## config.mk

```make
export PLATFORM = sky130hd
export DESIGN_NAME = regfile_32x64
export DESIGN_NICKNAME = d
export VERILOG_FILES = /design/src/rtl/regfile_pkg.sv /design/src/rtl/mux16_1.sv /design/src/rtl/mux2_1.sv /design/src/rtl/mux32_1.sv /design/src/rtl/regfile_32x64.sv
export SDC_FILE = /design/constraint.sdc
export NUM_CORES = 2
export LEC_CHECK = 0
export CAP_MARGIN = 30
export CELL_PAD_IN_SITES_DETAIL_PLACEMENT = 0
export CELL_PAD_IN_SITES_GLOBAL_PLACEMENT = 1
export CORE_MARGIN = 10
export CORE_UTILIZATION = 35
export CTS_BUF_LIST = sky130_fd_sc_hd__clkbuf_2
export DETAILED_ROUTE_END_ITERATION = 7
export DONT_BUFFER_PORTS = 1
export PLACE_DENSITY = 0.66
export SKIP_LAST_GASP = 1
export SYNTH_ARGS = -nofsm -noshare
export SYNTH_HDL_FRONTEND = slang
export SYNTH_SLANG_ARGS = --single-unit
```

## constraint.sdc

```tcl
create_clock -name clk -period 3.5 [get_ports clk]
set_input_delay 0.875 -clock clk [delete_from_list [all_inputs] [get_ports clk]]
set_output_delay 0.875 -clock clk [all_outputs]
set_load 0.05 [all_outputs]
```

## src/rtl/regfile_pkg.sv

```systemverilog
// Shared constants and types for the LEGv8 integer register file.
package regfile_pkg;

  localparam int DATA_W     = 64;
  localparam int REG_ADDR_W = 5;
  localparam int NUM_REGS   = 32;
  localparam int NUM_PHYS   = 31;
  localparam logic [REG_ADDR_W-1:0] ZERO_REG = 5'd31;

  typedef logic [REG_ADDR_W-1:0] reg_addr_t;
  typedef logic [DATA_W-1:0]     reg_data_t;

endpackage

```

## src/rtl/mux16_1.sv

```systemverilog
// Single-bit 16:1 selector.
module mux16_1 (
  input  logic [15:0] d_i,
  input  logic [3:0]  sel_i,
  output logic        y_o
);

  assign y_o = d_i[sel_i];

endmodule

```

## src/rtl/mux2_1.sv

```systemverilog
// Single-bit 2:1 selector.
module mux2_1 (
  input  logic d0_i,
  input  logic d1_i,
  input  logic sel_i,
  output logic y_o
);

  assign y_o = sel_i ? d1_i : d0_i;

endmodule

```

## src/rtl/mux32_1.sv

```systemverilog
// Single-bit 32:1 selector: two 16:1 halves on sel[3:0], a 2:1 on sel[4].
module mux32_1 (
  input  logic [31:0] d_i,
  input  logic [4:0]  sel_i,
  output logic        y_o
);

  logic lo;
  logic hi;

  mux16_1 u_lo (.d_i(d_i[15:0]),  .sel_i(sel_i[3:0]), .y_o(lo));
  mux16_1 u_hi (.d_i(d_i[31:16]), .sel_i(sel_i[3:0]), .y_o(hi));
  mux2_1  u_top (.d0_i(lo), .d1_i(hi), .sel_i(sel_i[4]), .y_o(y_o));

endmodule

```

## src/rtl/regfile_32x64.sv

```systemverilog
// 32x64 register file, one write port, two combinational read ports; X31 reads 0.
// Optional same-cycle write-to-read forwarding under REGFILE_BYPASS_EN.
module regfile_32x64
  import regfile_pkg::*;
(
  input  logic                  clk,
  input  logic                  reset_n,
  input  logic                  wr_en,
  input  logic [REG_ADDR_W-1:0] wr_addr,
  input  logic [DATA_W-1:0]     wr_data,
  input  logic [REG_ADDR_W-1:0] rd_addr1,
  input  logic [REG_ADDR_W-1:0] rd_addr2,
  output logic [DATA_W-1:0]     rd_data1,
  output logic [DATA_W-1:0]     rd_data2
);

  logic [NUM_REGS-1:0] wr_dec;
  reg_data_t           regs_q [NUM_PHYS];
  reg_data_t           regs_d [NUM_PHYS];
  reg_data_t           tree1;
  reg_data_t           tree2;

  // Decode only indexes with wr_addr when enabled, so X on an idle address cannot reach state.
  always_comb begin
    wr_dec = '0;
    if (wr_en) begin
      wr_dec[wr_addr] = 1'b1;
    end
    wr_dec[ZERO_REG] = 1'b0;
  end

  for (genvar r = 0; r < NUM_PHYS; r++) begin : g_reg
    assign regs_d[r] = wr_dec[r] ? wr_data : regs_q[r];

    always_ff @(posedge clk or negedge reset_n) begin
      if (!reset_n) begin
        regs_q[r] <= '0;
      end else begin
        regs_q[r] <= regs_d[r];
      end
    end
  end

  for (genvar b = 0; b < DATA_W; b++) begin : g_bit
    logic [NUM_REGS-1:0] col;

    for (genvar r = 0; r < NUM_PHYS; r++) begin : g_col
      assign col[r] = regs_q[r][b];
    end
    assign col[ZERO_REG] = 1'b0;

    mux32_1 u_rd1 (.d_i(col), .sel_i(rd_addr1), .y_o(tree1[b]));
    mux32_1 u_rd2 (.d_i(col), .sel_i(rd_addr2), .y_o(tree2[b]));
  end

`ifdef REGFILE_BYPASS_EN
  logic byp1;
  logic byp2;

  // Reset gates the forward so outputs stay 0 while reset is held.
  assign byp1 = reset_n && wr_en && (wr_addr == rd_addr1) && (wr_addr != ZERO_REG);
  assign byp2 = reset_n && wr_en && (wr_addr == rd_addr2) && (wr_addr != ZERO_REG);

  assign rd_data1 = byp1 ? wr_data : tree1;
  assign rd_data2 = byp2 ? wr_data : tree2;
`else
  assign rd_data1 = tree1;
  assign rd_data2 = tree2;
`endif

endmodule
```

==> impl_metrics.json <==
{
  "synth_compound_area_frac": 0.0866,
  "p_seq_frac": 0.486,
  "port_buffers": 0,
  "violations": "max-slew violations, negative setup slack",
  "drive_above_1_share": 0.385,
  "period_minus_slack_ns": 4.89,
  "clkPwrFrac": 0.276,
  "p_per_area_nw_per_um2": 495,
  "finalSetupViolCount": 128,
  "reg2reg_depth": 2,
  "worstPathMaxFanout": 394,
  "vdd_ir_drop_max_mv": 0.309,
  "design_area_um2": 127000,
  "max_stage_delay_ns": 0.89,
  "p_leak_nw": 58.8,
  "path_cells": "and2_4 -> buf_12 -> a22oi_1 -> a21oi_2 -> nor4_4 -> buf_6 -> buf_8",
  "path_buf_inv": 3,
  "die_x_um": 577,
  "grt_antenna_before_repair": 15,
  "total_power_mw": 63.1,
  "vias_per_cell": 5.81,
  "fp.dieArea_um2": 333000,
  "yosys.area_share.simple": 0.0351,
  "whs_ns": 0.172,
  "final_antenna_net_count": 0,
  "fin_nets": 9398,
  "initial_core_util": 0.351,
  "dieHeight_um": 577,
  "syn_inst": 8832,
  "grt_max_degree": 519,
  "power.internal_mw": 42.3,
  "wl_per_cell_um": 28.9,
  "rows": 204,
  "cp.arrival_ns": 4.01,
  "grt.overflow.total": 0,
  "p_comb_frac": 0.237,
  "netSwitchingFraction": 0.331,
  "synth_flop_cell": "dfrtp_1",
  "rsz0062_at_grt": "true",
  "worst_pin_slew_ns": 2.27,
  "cp.required_ns": 2.62,
  "worst_r2r_endpoint": "g_bit[39].col[12]$_DFFE_PN0P_",
  "slew_viol_final": 248,
  "vias": 80200,
  "synth_edf_count": 0,
  "drtIter0Drc": 7232,
  "insertion_delay_ns": 1.99,
  "r2r-start": "g_bit[39].col[12]$_DFFE_PN0P_",
  "async_reset_ff_frac": 1.00,
  "synth_top_family_by_area": "multiplexers",
  "dp_hpwl_um": 223000,
  "slew_headroom": -0.511,
  "r2r_setup_slack_ns": 2.14,
  "synthesis.area_um2": 109000,
  "crit_family": "simple AND/OR/NAND/NOR gates",
  "cts_max_path_buffers": 4,
  "area.growth.synth_to_final_pct": 17.4,
  "fin_ws_ns": -1.39,
  "status": "complete, but fails checks",
  "synthAdderAreaFrac": 0,
  "fmaxAchievable_mhz": 205,
  "ys_seq_elements": 1984,
  "clock_skew_ns": 0,
  "end_kind": "output port",
  "cts_sinks": 1984,
  "final_common_cell": "dfrtp_1",
  "core_um2": 309000,
  "crit_start": "rd_addr2[4]",
  "yosysWarnings": 0,
  "grt_pass1_vias": 82800,
  "finalCritPeriodShare": 1.40,
  "postLayoutCoreUtil": 0.413,
  "crit_path_start_kind": "primary input",
  "cts_tree": "yes",
  "clkSlewWorstSetupHoldPaths_ns": 0.08,
  "io_pins": 210,
  "synth_top_area_cell": "dfrtp_1",
  "instances_no_fill": 13800,
  "critical_path.endpoint": "rd_data2[16]",
  "routed_wl_um": 399000,
  "postPlaceCellArea_um2": 117000,
  "switchingPower_mw": 20.9,
  "grt_use_total": 0.225,
  "layout_common_cells": "1,984 x dfrtp_1, 1,834 x mux2_2, 1,780 x mux2i_1",
  "grt_pass1_wl_um": 568000,
  "htree_levels": 6,
  "avgSynthCellArea_um2": 12.3,
  "cts_root_buf": "clkbuf_2",
  "synth_top_cells_by_area": "dfrtp_1 46%, mux2_2 19%, mux2i_1 16%, a22oi_1 5.3%, buf_4 1.9%",
  "synth_cell_types": 50,
  "drc_errors": 0,
  "seq_area_frac_synth": 0.457,
  "cp_num_cells": 7,
  "finalSetupTns_ns": -139.60,
  "crit_slowest_cell": "and2_4",
  "finalHoldViolCount": 0,
  "gp_congestion": 0.798,
  "path_class": "primary input to output port",
  "hp-class": "primary input to flip-flop",
  "first_pass_iters": 5,
  "synth.area.mux_share": 0.365,
  "largest_reg_flops": 1984,
  "dpl_worst_slack_ns": -0.870,
  "synth_top_area_frac": 0.457,
  "maxCapViolCount": 0,
  "dpl.cell_count": 12600,
  "synth_nets": 8914,
  "cts-buffers-inserted": 563,
  "synth_xor_area_frac": 0
}
logic make-up (layout without fill, tap and decap cells):
group           after synthesis  after routing
compound gates             1337           1337
buf+inv                    1145           1989
flops                      1984           1984
mux                        3708           3708
other cells                   0              6
simple gates                658            658
synthesized netlist by cell type (2+ instances only):
| library cell | number |
|---|---|
| nor2_2 | 3 |
| nor2_4 | 8 |
| and4b_1 | 4 |
| a22oi_1 | 762 |
| inv_1 | 127 |
| mux2_1 | 87 |
| mux2_2 | 1834 |
| a21oi_1 | 255 |
| buf_4 | 273 |
| nor3b_2 | 4 |
| buf_2 | 241 |
| nand2_1 | 209 |
| nand2b_1 | 2 |
| clkbuf_1 | 410 |
| clkbuf_2 | 2 |
| dfrtp_1 | 1984 |
| nand3b_2 | 2 |
| and2_1 | 2 |
| buf_1 | 29 |
| nand3_1 | 2 |
| o221ai_1 | 127 |
| clkbuf_4 | 7 |
| mux2i_1 | 1780 |
| nor2_8 | 4 |
| buf_6 | 56 |
| mux4_2 | 7 |
| nor4_1 | 127 |
| nor2b_1 | 132 |
| nand4_1 | 127 |
| nor2_1 | 4 |
| nand3b_1 | 6 |
| o21ai_0 | 63 |
| a211oi_1 | 127 |
| or2_2 | 2 |
| nor4bb_1 | 8 |
area by class of cell:
cell class,count,area (um2)
antenna,6,15.0
clock buffer,793,3970
clock inverter,132,958
fill,29100,181000
inverter,127,477
multi-input combinational,5703,54900
sequential,1984,49600
tap,4120,5150
timing repair buffer,937,12400
how the worst min path moves through the flow:
stage | startpoint | end | cells after the start
after floorplan | g_bit[23].col[12]$_DFFE_PN0P_ | g_bit[23].col[12]$_DFFE_PN0P_ | 1
after CTS | wr_addr[3] | g_bit[50].col[18]$_DFFE_PN0P_ | 4
final | wr_data[39] | g_bit[39].col[16]$_DFFE_PN0P_ | 3
after global routing | wr_data[39] | g_bit[39].col[20]$_DFFE_PN0P_ | 3
after global placement | g_bit[33].col[12]$_DFFE_PN0P_ | g_bit[33].col[12]$_DFFE_PN0P_ | 1
after detailed placement | g_bit[36].col[12]$_DFFE_PN0P_ | g_bit[36].col[12]$_DFFE_PN0P_ | 1
power groups by stage:
| stage | Clock [mW] | Sequential (mW) | Combinational, mW |
|---|---|---|---|
| 6_report | 17.4 | 30.7 | 15.0 |
| 5_1_grt | 19.2 | 31.3 | 16.1 |
| 4_1_cts | 18.0 | 30.6 | 14.2 |
| 3_5_place_dp | 0 | 31.1 | 13.2 |
| 3_3_place_gp | 0 | 30.7 | 12.9 |
| 2_1_floorplan | 0 | 30.2 | 10.4 |
worst reg2reg max path: stages (launching register included):
cell	delay, ns
dfrtp_1	0.41
mux2_1	0.28
dlygate4sd3_1	0.56
timing repair:
| item | 4_1_cts | 5_1_grt |
|---|---|---|
| gates cloned | 0 | 18 |
| pin swaps | 208 | 127 |
| hold buffers | 202 | 8 |
| endpoints found under the setup margin | 128 | 803 |
| setup buffers | 19 | 6 |
| hold endpoints to repair | 2647 | 220 |
| gates resized for setup | 121 | 65 |
layer usage:
| layer | vias up | track usage | routed length, um |
|---|---|---|---|
| met5 | - | 0 | 64 |
| met4 | 10 | 0.0860 | 14700 |
| met3 | 857 | 0.0450 | 28600 |
| met2 | 3232 | 0.359 | 183000 |
| met1 | 41900 | 0.302 | 173000 |
| li1 | 34100 | - | - |
(Power assumes the default switching activity.)
